$ cat config.mk
export PLATFORM = sky130hd
export DESIGN_NAME = cruise_speed_controller
export DESIGN_NICKNAME = d
export VERILOG_FILES = /design/src/rtl/cruise_pkg.sv /design/src/rtl/cruise_decision.sv /design/src/rtl/eight_bit_comparator.sv /design/src/rtl/cruise_speed_controller.sv
export SDC_FILE = /design/constraint.sdc
export NUM_CORES = 1
export LEC_CHECK = 0
export BUFFER_PORTS_ARGS = -buffer_cell sky130_fd_sc_hd__buf_2
export CAP_MARGIN = 20
export CORE_MARGIN = 2
export CORE_UTILIZATION = 30
export DETAILED_ROUTE_END_ITERATION = 8
export GPL_ROUTABILITY_DRIVEN = 1
export PLACE_DENSITY = 0.44
export SETUP_SLACK_MARGIN = 0.4
export SLEW_MARGIN = 5
export SYNTH_ARGS = -nofsm -noshare
export SYNTH_HDL_FRONTEND = slang
export SYNTH_HIERARCHICAL = 1
export SYNTH_SLANG_ARGS = --single-unit
$ cat constraint.sdc
create_clock -name clk -period 3.3 [get_ports clk]
set_input_delay 0.66 -clock clk [delete_from_list [all_inputs] [get_ports clk]]
set_output_delay 0.66 -clock clk [all_outputs]
set_load 0.01 [all_outputs]
$ cat src/rtl/cruise_pkg.sv
// Shared types and defaults for the cruise-control sequencer.
// Optional build macro: CRUISE_AUTO_CANCEL_EN (see cruise_speed_controller).
package cruise_pkg;

   typedef enum logic [1:0] {
      OFF      = 2'd0,
      STANDBY  = 2'd1,
      CRUISE   = 2'd2,
      OVERRIDE = 2'd3
   } state_e;

   typedef enum logic [1:0] {
      HOLD  = 2'd0,
      ACCEL = 2'd1,
      DECEL = 2'd2
   } decision_e;

   localparam logic [7:0] MIN_SPEED_DEF     = 8'd40;
   localparam logic [7:0] MAX_SPEED_DEF     = 8'd200;
   localparam logic [7:0] STEP_DEF          = 8'd1;
   localparam logic [7:0] DEADBAND_DEF      = 8'd2;
   localparam int         SETTLE_CYCLES_DEF = 4;

   // Unsigned 8-bit add that clamps to 8'hFF instead of wrapping.
   function automatic logic [7:0] sat_add8(input logic [7:0] a, input logic [7:0] b);
      logic [8:0] sum;
      sum = {1'b0, a} + {1'b0, b};
      return sum[8] ? 8'hFF : sum[7:0];
   endfunction

endpackage

$ cat src/rtl/cruise_decision.sv
// Deadband comparison of speed against set-speed, debounced by a settle counter
// into registered throttle_up / throttle_down commands.
import cruise_pkg::*;

module cruise_decision #(
   parameter logic [7:0] DEADBAND      = DEADBAND_DEF,
   parameter int         SETTLE_CYCLES = SETTLE_CYCLES_DEF
) (
   input  logic       clk,
   input  logic       rst_n,
   input  logic       cmp_en,
   input  logic       run,
   input  logic [7:0] spd,
   input  logic [7:0] set_speed,
   output logic       throttle_up,
   output logic       throttle_down
);

   localparam logic [7:0] SETTLE_LAST = 8'(SETTLE_CYCLES - 1);

   logic [7:0] low_a;
   logic [7:0] high_b;
   logic       lo_lt, lo_gt, hi_lt, hi_gt;
   logic       unused_cmp;
   decision_e  raw;
   decision_e  prev_d, prev_q;
   logic [7:0] cnt_d, cnt_q;
   logic       up_d, up_q;
   logic       down_d, down_q;

   assign low_a  = sat_add8(spd, DEADBAND);
   assign high_b = sat_add8(set_speed, DEADBAND);

   eight_bit_comparator u_cmp_low (
      .en (cmp_en),
      .a  (low_a),
      .b  (set_speed),
      .lt (lo_lt),
      .gt (lo_gt)
   );

   eight_bit_comparator u_cmp_high (
      .en (cmp_en),
      .a  (spd),
      .b  (high_b),
      .lt (hi_lt),
      .gt (hi_gt)
   );

   assign unused_cmp = lo_gt ^ hi_lt;

   always_comb begin
      raw = HOLD;
      if (lo_lt) begin
         raw = ACCEL;
      end else if (hi_gt) begin
         raw = DECEL;
      end
   end

   // Outputs only follow the raw decision once it has been stable long enough.
   always_comb begin
      prev_d = raw;
      cnt_d  = cnt_q;
      up_d   = up_q;
      down_d = down_q;
      if (!run) begin
         prev_d = HOLD;
         cnt_d  = 8'd0;
         up_d   = 1'b0;
         down_d = 1'b0;
      end else begin
         if (raw != prev_q) begin
            cnt_d = 8'd0;
         end else if (cnt_q < SETTLE_LAST) begin
            cnt_d = cnt_q + 8'd1;
         end
         if (cnt_d == SETTLE_LAST) begin
            up_d   = (raw == ACCEL);
            down_d = (raw == DECEL);
         end
      end
   end

   always_ff @(posedge clk or negedge rst_n) begin
      if (!rst_n) begin
         prev_q <= HOLD;
         cnt_q  <= 8'd0;
         up_q   <= 1'b0;
         down_q <= 1'b0;
      end else begin
         prev_q <= prev_d;
         cnt_q  <= cnt_d;
         up_q   <= up_d;
         down_q <= down_d;
      end
   end

   assign throttle_up   = up_q;
   assign throttle_down = down_q;

endmodule

$ cat src/rtl/eight_bit_comparator.sv
// Unsigned 8-bit magnitude comparator; both flags are forced low when disabled.
module eight_bit_comparator (
   input  logic       en,
   input  logic [7:0] a,
   input  logic [7:0] b,
   output logic       lt,
   output logic       gt
);

   always_comb begin
      lt = 1'b0;
      gt = 1'b0;
      if (en) begin
         lt = (a < b);
         gt = (a > b);
      end
   end

endmodule

$ cat src/rtl/cruise_speed_controller.sv
// Cruise-control sequencer: driver-input arbitration FSM and set-speed register.
// Optional build macro: CRUISE_AUTO_CANCEL_EN (drop to STANDBY after sustained low speed).
//
// state    | meaning
// OFF      | master switch off, set-speed invalid
// STANDBY  | powered, waiting for set/resume
// CRUISE   | regulating speed toward set_speed
// OVERRIDE | driver pedal overrides, throttles idle
import cruise_pkg::*;

module cruise_speed_controller #(
   parameter logic [7:0] MIN_SPEED     = MIN_SPEED_DEF,
   parameter logic [7:0] MAX_SPEED     = MAX_SPEED_DEF,
   parameter logic [7:0] STEP          = STEP_DEF,
   parameter logic [7:0] DEADBAND      = DEADBAND_DEF,
   parameter int         SETTLE_CYCLES = SETTLE_CYCLES_DEF
) (
   input  logic       clk,
   input  logic       rst_n,
   input  logic       power,
   input  logic       set_btn,
   input  logic       resume_btn,
   input  logic       cancel_btn,
   input  logic       brake,
   input  logic       accel_pedal,
   input  logic       inc_btn,
   input  logic       dec_btn,
   input  logic [7:0] speed,
   output logic [7:0] set_speed,
   output logic       set_valid,
   output logic       cruise_active,
   output logic       throttle_up,
   output logic       throttle_down,
   output logic [1:0] state_o
);

   state_e     state_d, state_q;
   logic [7:0] spd_q;
   logic [7:0] set_speed_d, set_speed_q;
   logic       set_valid_d, set_valid_q;
   logic       cruise_active_q;
   logic       in_range;
   logic [8:0] inc_sum;
   logic [8:0] dec_floor;
   logic       auto_cancel;

   assign in_range  = (spd_q >= MIN_SPEED) && (spd_q <= MAX_SPEED);
   assign inc_sum   = {1'b0, set_speed_q} + {1'b0, STEP};
   assign dec_floor = {1'b0, MIN_SPEED} + {1'b0, STEP};

`ifdef CRUISE_AUTO_CANCEL_EN
   localparam logic [7:0] LOW_LAST = 8'(SETTLE_CYCLES - 1);
   logic       low_now;
   logic [7:0] low_cnt_d, low_cnt_q;

   assign low_now     = (state_q == CRUISE) && (spd_q < MIN_SPEED);
   assign auto_cancel = low_now && (low_cnt_q == LOW_LAST);
   assign low_cnt_d   = (low_now && !auto_cancel) ? low_cnt_q + 8'd1 : 8'd0;

   always_ff @(posedge clk or negedge rst_n) begin
      if (!rst_n) begin
         low_cnt_q <= 8'd0;
      end else begin
         low_cnt_q <= low_cnt_d;
      end
   end
`else
   assign auto_cancel = 1'b0;
`endif

   always_comb begin
      state_d     = state_q;
      set_speed_d = set_speed_q;
      set_valid_d = set_valid_q;
      if (!power) begin
         state_d     = OFF;
         set_valid_d = 1'b0;
      end else begin
         case (state_q)
            OFF: state_d = STANDBY;
            STANDBY: begin
               if (!brake) begin
                  if (set_btn && in_range) begin
                     set_speed_d = spd_q;
                     set_valid_d = 1'b1;
                     state_d     = CRUISE;
                  end else if (resume_btn && set_valid_q) begin
                     state_d = CRUISE;
                  end
               end
            end
            CRUISE: begin
               if (brake || cancel_btn || auto_cancel) begin
                  state_d = STANDBY;
               end else if (accel_pedal) begin
                  state_d = OVERRIDE;
               end else if (inc_btn && !dec_btn) begin
                  set_speed_d = (inc_sum > {1'b0, MAX_SPEED}) ? MAX_SPEED : inc_sum[7:0];
               end else if (dec_btn && !inc_btn) begin
                  set_speed_d = ({1'b0, set_speed_q} < dec_floor) ? MIN_SPEED
                                                                 : set_speed_q - STEP;
               end
            end
            OVERRIDE: begin
               if (brake || cancel_btn) begin
                  state_d = STANDBY;
               end else if (!accel_pedal) begin
                  state_d = CRUISE;
               end
            end
            default: state_d = OFF;
         endcase
      end
   end

   always_ff @(posedge clk or negedge rst_n) begin
      if (!rst_n) begin
         state_q         <= OFF;
         spd_q           <= 8'd0;
         set_speed_q     <= 8'd0;
         set_valid_q     <= 1'b0;
         cruise_active_q <= 1'b0;
      end else begin
         state_q         <= state_d;
         spd_q           <= speed;
         set_speed_q     <= set_speed_d;
         set_valid_q     <= set_valid_d;
         cruise_active_q <= (state_d == CRUISE);
      end
   end

   // Throttles are held clear on the very edge that leaves CRUISE.
   cruise_decision #(
      .DEADBAND      (DEADBAND),
      .SETTLE_CYCLES (SETTLE_CYCLES)
   ) u_decision (
      .clk           (clk),
      .rst_n         (rst_n),
      .cmp_en        (state_q == CRUISE),
      .run           ((state_q == CRUISE) && (state_d == CRUISE)),
      .spd           (spd_q),
      .set_speed     (set_speed_q),
      .throttle_up   (throttle_up),
      .throttle_down (throttle_down)
   );

   assign set_speed     = set_speed_q;
   assign set_valid     = set_valid_q;
   assign cruise_active = cruise_active_q;
   assign state_o       = state_q;

endmodule

Word level (Yosys, flattened, before mapping)
Index checks and enable logic that the tools add are counted.
{"block": "totals", "ff_bits": 32, "inputBits": 18, "elab_cells": 88}
{"block": "classes", "n_addsub": 5, "order_cmp": 7, "n_eq_ne": 17, "mux": 37, "reduce_logical": 13}
{"operator": "2-to-1 mux 8 bit", "count": 14}
{"operator": "2-to-1 mux 2 bit", "count": 11}
{"operator": "adder 8 x 2 -> 9 bit (second input constant)", "count": 2}
{"operator": "one-hot mux 8 bit (2 select lines)", "count": 1}
{"operator": "inequality test 2 bit (second input constant)", "count": 6}
{"operator": "2-to-1 mux 1 bit", "count": 10}
{"operator": "adder 8 x 1 -> 9 bit (second input constant)", "count": 1}
{"operator": "greater-than comparator 9 x 8 -> 1 bit (second input constant)", "count": 1}
{"operator": "adder 8 x 1 -> 8 bit (second input constant)", "count": 1}
{"operator": "== test 2 bit (second input constant)", "count": 4}
{"operator": "== test 8 x 2 -> 1 bit (second input constant)", "count": 1}
{"operator": "greater-or-equal comparator 8 x 6 -> 1 bit (second input constant)", "count": 1}
{"operator": "greater-than comparator 8 bit", "count": 1}
{"operator": "less-or-equal comparator 8 bit (second input constant)", "count": 1}
{"operator": "less-than comparator 8 x 2 -> 1 bit (second input constant)", "count": 1}
{"operator": "less-than comparator 8 x 6 -> 1 bit (second input constant)", "count": 1}
{"operator": "less-than comparator 8 bit", "count": 1}
{"operator": "one-hot mux 2 bit (4 select lines)", "count": 1}
{"operator": "subtractor 8 x 1 -> 8 bit (second input constant)", "count": 1}
{"operator": "AND reduction 7 bit", "count": 1}
{"operator": "logical AND 1 bit", "count": 6}
{"operator": "== test 2 x 1 -> 1 bit (second input constant)", "count": 2}
{"operator": "inequality test 2 x 1 -> 1 bit (second input constant)", "count": 2}
{"operator": "inequality test 3 bit (second input constant)", "count": 1}
{"operator": "other kinds (6)", "count": 7}

Depth between registers and ports, before layout
{"block": "logic_depth", "word_depth": 13, "mapped_depth": 14, "ltp_nobuf": 14}

Modules after synthesis
Netlist, hierarchy kept.
{"module": "cruise_speed_controller", "n_inst": 1, "cells_each": 150, "area_per_inst_um2": 1357.6, "seq_area_each_um2": 500.5}
{"module": "cruise_decision", "n_inst": 1, "cells_each": 88, "area_per_inst_um2": 802.0, "seq_area_each_um2": 300.3}
{"module": "eight_bit_comparator", "n_inst": 2, "cells_each": 29, "area_per_inst_um2": 210.2, "seq_area_each_um2": 0.0}

Worst setup path before layout
OpenSTA, ideal clock, no wires.
{"block": "synth_path", "kind": "register -> register", "start": "register set_speed_q[1] (netlist: set_speed[1])", "end": "register u_decision.down_q (netlist: u_decision/throttle_down)", "setup_time_ns": 0.128, "arrival_ns": 2.871, "required_ns": 3.172, "slack_ns": 0.301, "stages_incl_launch_ff": 15, "path_buffers": 0, "path_cell_list": "dfrtp_1 ha_1 nand3_1 xor2_1 o21ai_0 inv_1 ha_1 a21oi_1 nor2_1 a211oi_2 a21oi_1 xnor2_1 a2bb2oi_1 nor4b_4 mux2_1"}
{"block": "synth_via", "elab_chain_cells": 11, "elab_cells_between_ends": 16, "cone_classes": "1 x add/sub; 2 x order compare; 4 x eq/ne; 9 x mux"}
{"element": "from (decl)", "line": "cruise_speed_controller.sv:39", "source": "logic [7:0] set_speed_d, set_speed_q;"}
{"element": "from (signal assigned)", "line": "cruise_speed_controller.sv:126", "source": "set_speed_q <= set_speed_d;"}
{"element": "adder 8 x 2 -> 9 bit (*)", "line": "cruise_pkg.sv:27", "source": "sum = {1'b0, a} + {1'b0, b};"}
{"element": "2-to-1 mux 8 bit (*)", "line": "cruise_pkg.sv:28", "source": "return sum[8] ? 8'hFF : sum[7:0];"}
{"element": "via u_decision.high_b[5]", "line": "cruise_decision.sv:22", "source": "logic [7:0] high_b;"}
{"element": "greater-than comparator 8 bit (*)", "line": "eight_bit_comparator.sv:15", "source": "gt = (a > b);"}
{"element": "2-to-1 mux 1 bit (*)", "line": "eight_bit_comparator.sv:13", "source": "if (en) begin"}
{"element": "via u_decision.hi_gt", "line": "cruise_decision.sv:23", "source": "logic lo_lt, lo_gt, hi_lt, hi_gt;"}
{"element": "2-to-1 mux 2 bit (*)", "line": "cruise_decision.sv:56", "source": "end else if (hi_gt) begin"}
{"element": "2-to-1 mux 2 bit (*)", "line": "cruise_decision.sv:54", "source": "if (lo_lt) begin"}
{"element": "inequality test 2 bit", "line": "cruise_decision.sv:73", "source": "if (raw != prev_q) begin"}
{"element": "2-to-1 mux 8 bit", "line": "cruise_decision.sv:73"}
{"element": "2-to-1 mux 8 bit", "line": "cruise_decision.sv:67", "source": "if (!run) begin"}
{"element": "== test 8 x 2 -> 1 bit", "line": "cruise_decision.sv:78", "source": "if (cnt_d == SETTLE_LAST) begin"}
{"element": "inequality test 2 bit (no source line)"}
{"element": "to (signal assigned)", "line": "cruise_decision.sv:95", "source": "down_q <= down_d;"}
{"element": "to (decl)", "line": "cruise_decision.sv:29", "source": "logic down_d, down_q;"}
Mark *: on every way through the listed nets, which the timed path passes. The rest lies on a longest branch. The select of a mux whose other input is x is not followed.
A chain may end at the register's enable or synchronous reset.

Worst setup path after layout
{"block": "layout_path", "start": "register set_speed_q[2] (netlist: set_speed[2])", "end": "register u_decision.down_q (netlist: u_decision/throttle_down)"}
Same word-level chain as after synthesis.

==> results.sh <==
export IMPL_status="completed"
export IMPL_fin_crit_sh_pct=86.5
export IMPL_cts_sinks=32
export IMPL_multiInputGateArea_um2=1810
export IMPL_max_slew_margin_pct=50.1
export IMPL_synth_warnings=6
export IMPL_grt_pass1_vias=2264
export IMPL_vdd_drop_max_mv=0.150
export IMPL_critPathArrivalTime_ns=3.03
export IMPL_wl_met1_um=3430
export IMPL_drt_iter0_drc=115
export IMPL_post_route_min_period_ns=2.86
export IMPL_postCtsHoldBufs=0
export IMPL_dp_hpwl_um=5170
export IMPL_core_area_um2=8260
export IMPL_clkSlewWorstSetupHoldPaths_ns=0.07
export IMPL_setup_viol=0
export IMPL_rsz0062_at_grt="yes"
export IMPL_diodes=0
export IMPL_layout_common_cells="buf_2, dfrtp_1, nand2_1"
export IMPL_die_width_um=96.3
export IMPL_drv_slew=0
export IMPL_worstSetupPathType="flip-flop to flip-flop"
export IMPL_hold_viol_final=0
export IMPL_cts_tree="done"
export IMPL_clock_fmax_ghz=0.350
export IMPL_clk_path_buf_depth=2
export IMPL_wl_per_cell_um=16.0
export IMPL_rr_worst_depth=14
export IMPL_reg2reg_to="u_decision/throttle_down$_DFFE_PN0P_"
export IMPL_cts_buffers=5
export IMPL_postSynthCellCount=292
export IMPL_postSynthAreaPerCell_um2=8.76
export IMPL_hp_class="input pin to async pin"
export IMPL_reg2reg_from="set_speed[2]$_DFFE_PN0P_"
export IMPL_synthToLayoutAreaGrowth_pct=28.7
export IMPL_rows=33
export IMPL_regArea_um2=810
export IMPL_vias_per_cell=5.12
export IMPL_gr_total_overflow=0
export IMPL_num_vias=2315
export IMPL_io_buffers=31
export IMPL_nNetsFinal=387
export IMPL_grtUsageTotal_pct=16.6
export IMPL_die_area_um2=9280
export IMPL_endpoint_kind="flip-flop"
export IMPL_die_h_um=96.3
export IMPL_io_pins=32
export IMPL_worstPathMaxFanout=3
export IMPL_final_common_cell="buf_2"
export IMPL_syn_num_nets=333
export IMPL_globalplace_congestion=0.742
export IMPL_grt_start_max_net_pins=33
export IMPL_cp_required_ns=3.47
export IMPL_insertion_delay_ns=0.29
export IMPL_finalPower_mw=1.63
export IMPL_max_cap_violations=0
export IMPL_layout_drive_gt1_share_pct=34.3
export IMPL_synth_area_um2=2560
export IMPL_htree_levels=2
export IMPL_fill_cells=837
export IMPL_routed_wl_um=7230
export IMPL_crit_start="set_speed[2]$_DFFE_PN0P_"
export IMPL_wl_met3_um=338
export IMPL_routed_top_layer="met4"
export IMPL_leakage_nw=1.45
export IMPL_regToRegSetupSlack_ns=0.44
export IMPL_grt_pass1_wl_um=11700
export IMPL_wl_met2_um=3390
export IMPL_p_per_area_nw_per_um2=494
export IMPL_start_util_pct=31.0
export IMPL_cp_start_kind="flip-flop"
export IMPL_drt_pass1_iter_count=4
export IMPL_setup_tns_ns=0
export IMPL_fin_worst_skew_ns=0.0122
export IMPL_drc=0
export IMPL_antenna_found_initial=0
export IMPL_antenna_left=0
export IMPL_worst_pin_slew_ns=0.748
export IMPL_ctsRootBufferMaster="clkbuf_8"
==> final cells by class <==
class	count	share of cell area, %
tap	105	3.99
sequential	32	24.6
inverter	25	2.85
clock inverter	2	0.494
clock buffer	6	2.21
timing repair buffer	56	10.8
multi-input combinational	226	55.1
==> through the flow <==
stage	instance area (µm²)	utilization [%]	hold slack [ns]	setup WS, ns	instances
6_report	3290	39.8	0.436	0.444	452
4_1_cts	3060	37.0	0.463	0.408	445
2_1_floorplan	2560	-	0.364	0.423	292
5_1_grt	3290	39.8	0.449	0.253	452
3_3_place_gp	2900	35.1	0.475	0.191	432
3_5_place_dp	2900	35.1	0.475	0.182	432
==> power breakdown <==
| part | leakage [nW] | internal (mW) | switching (mW) |
|---|---|---|---|
| clock network | 0.0414 | 0.150 | 0.155 |
| logic | 1.01 | 0.362 | 0.475 |
| registers | 0.403 | 0.432 | 0.0509 |
==> metal layers <==
metal / vias to the layer above / global-route usage (%)
met5: - / 0
met4: 0 / 4.11
met3: 7 / 2.58
met2: 63 / 26.9
met1: 1091 / 23.0
li1: 1154 / -
==> flip-flops by register name (all words and copies together) (netlist names) <==
register                  flops
set_speed                     8
spd_q                         8
u_decision/cnt_q              8
state_o                       2
u_decision/prev_q             2
cruise_active                 1
set_valid                     1
u_decision/throttle_down      1
u_decision/throttle_up        1
==> worst max-delay path by stage <==
stage,end,slack [ns],cells after the start
floorplan,u_decision/throttle_down$_DFFE_PN0P_,0.42,13
global placement,u_decision/throttle_down$_DFFE_PN0P_,0.19,13
detailed placement,u_decision/throttle_down$_DFFE_PN0P_,0.18,14
CTS,u_decision/throttle_down$_DFFE_PN0P_,0.41,14
global route,u_decision/throttle_up$_DFFE_PN0P_,0.25,15
finish,u_decision/throttle_down$_DFFE_PN0P_,0.44,14
==> timing repair <==
action                                  CTS  global route
endpoints found under the setup margin   10            10
gates resized for setup                  10            36
cloned                                    0             0
pin swaps                                 6            19
endpoints found under the hold margin     0             0
setup buffers                             5             7
==> worst max-delay path, stage by stage (launching register included) <==
cell,delay [ns]
dfrtp_1,0.43
ha_4,0.19
nand3_1,0.09
xor2_1,0.17
o21ai_2,0.07
inv_1,0.06
ha_1,0.24
a21oi_2,0.12
nor2_1,0.05
a211oi_2,0.28
a21oi_4,0.12
xnor2_2,0.16
a2bb2oi_2,0.10
nor4b_4,0.32
mux2_4,0.33
No activity file was read; power rests on OpenSTA's default activity.
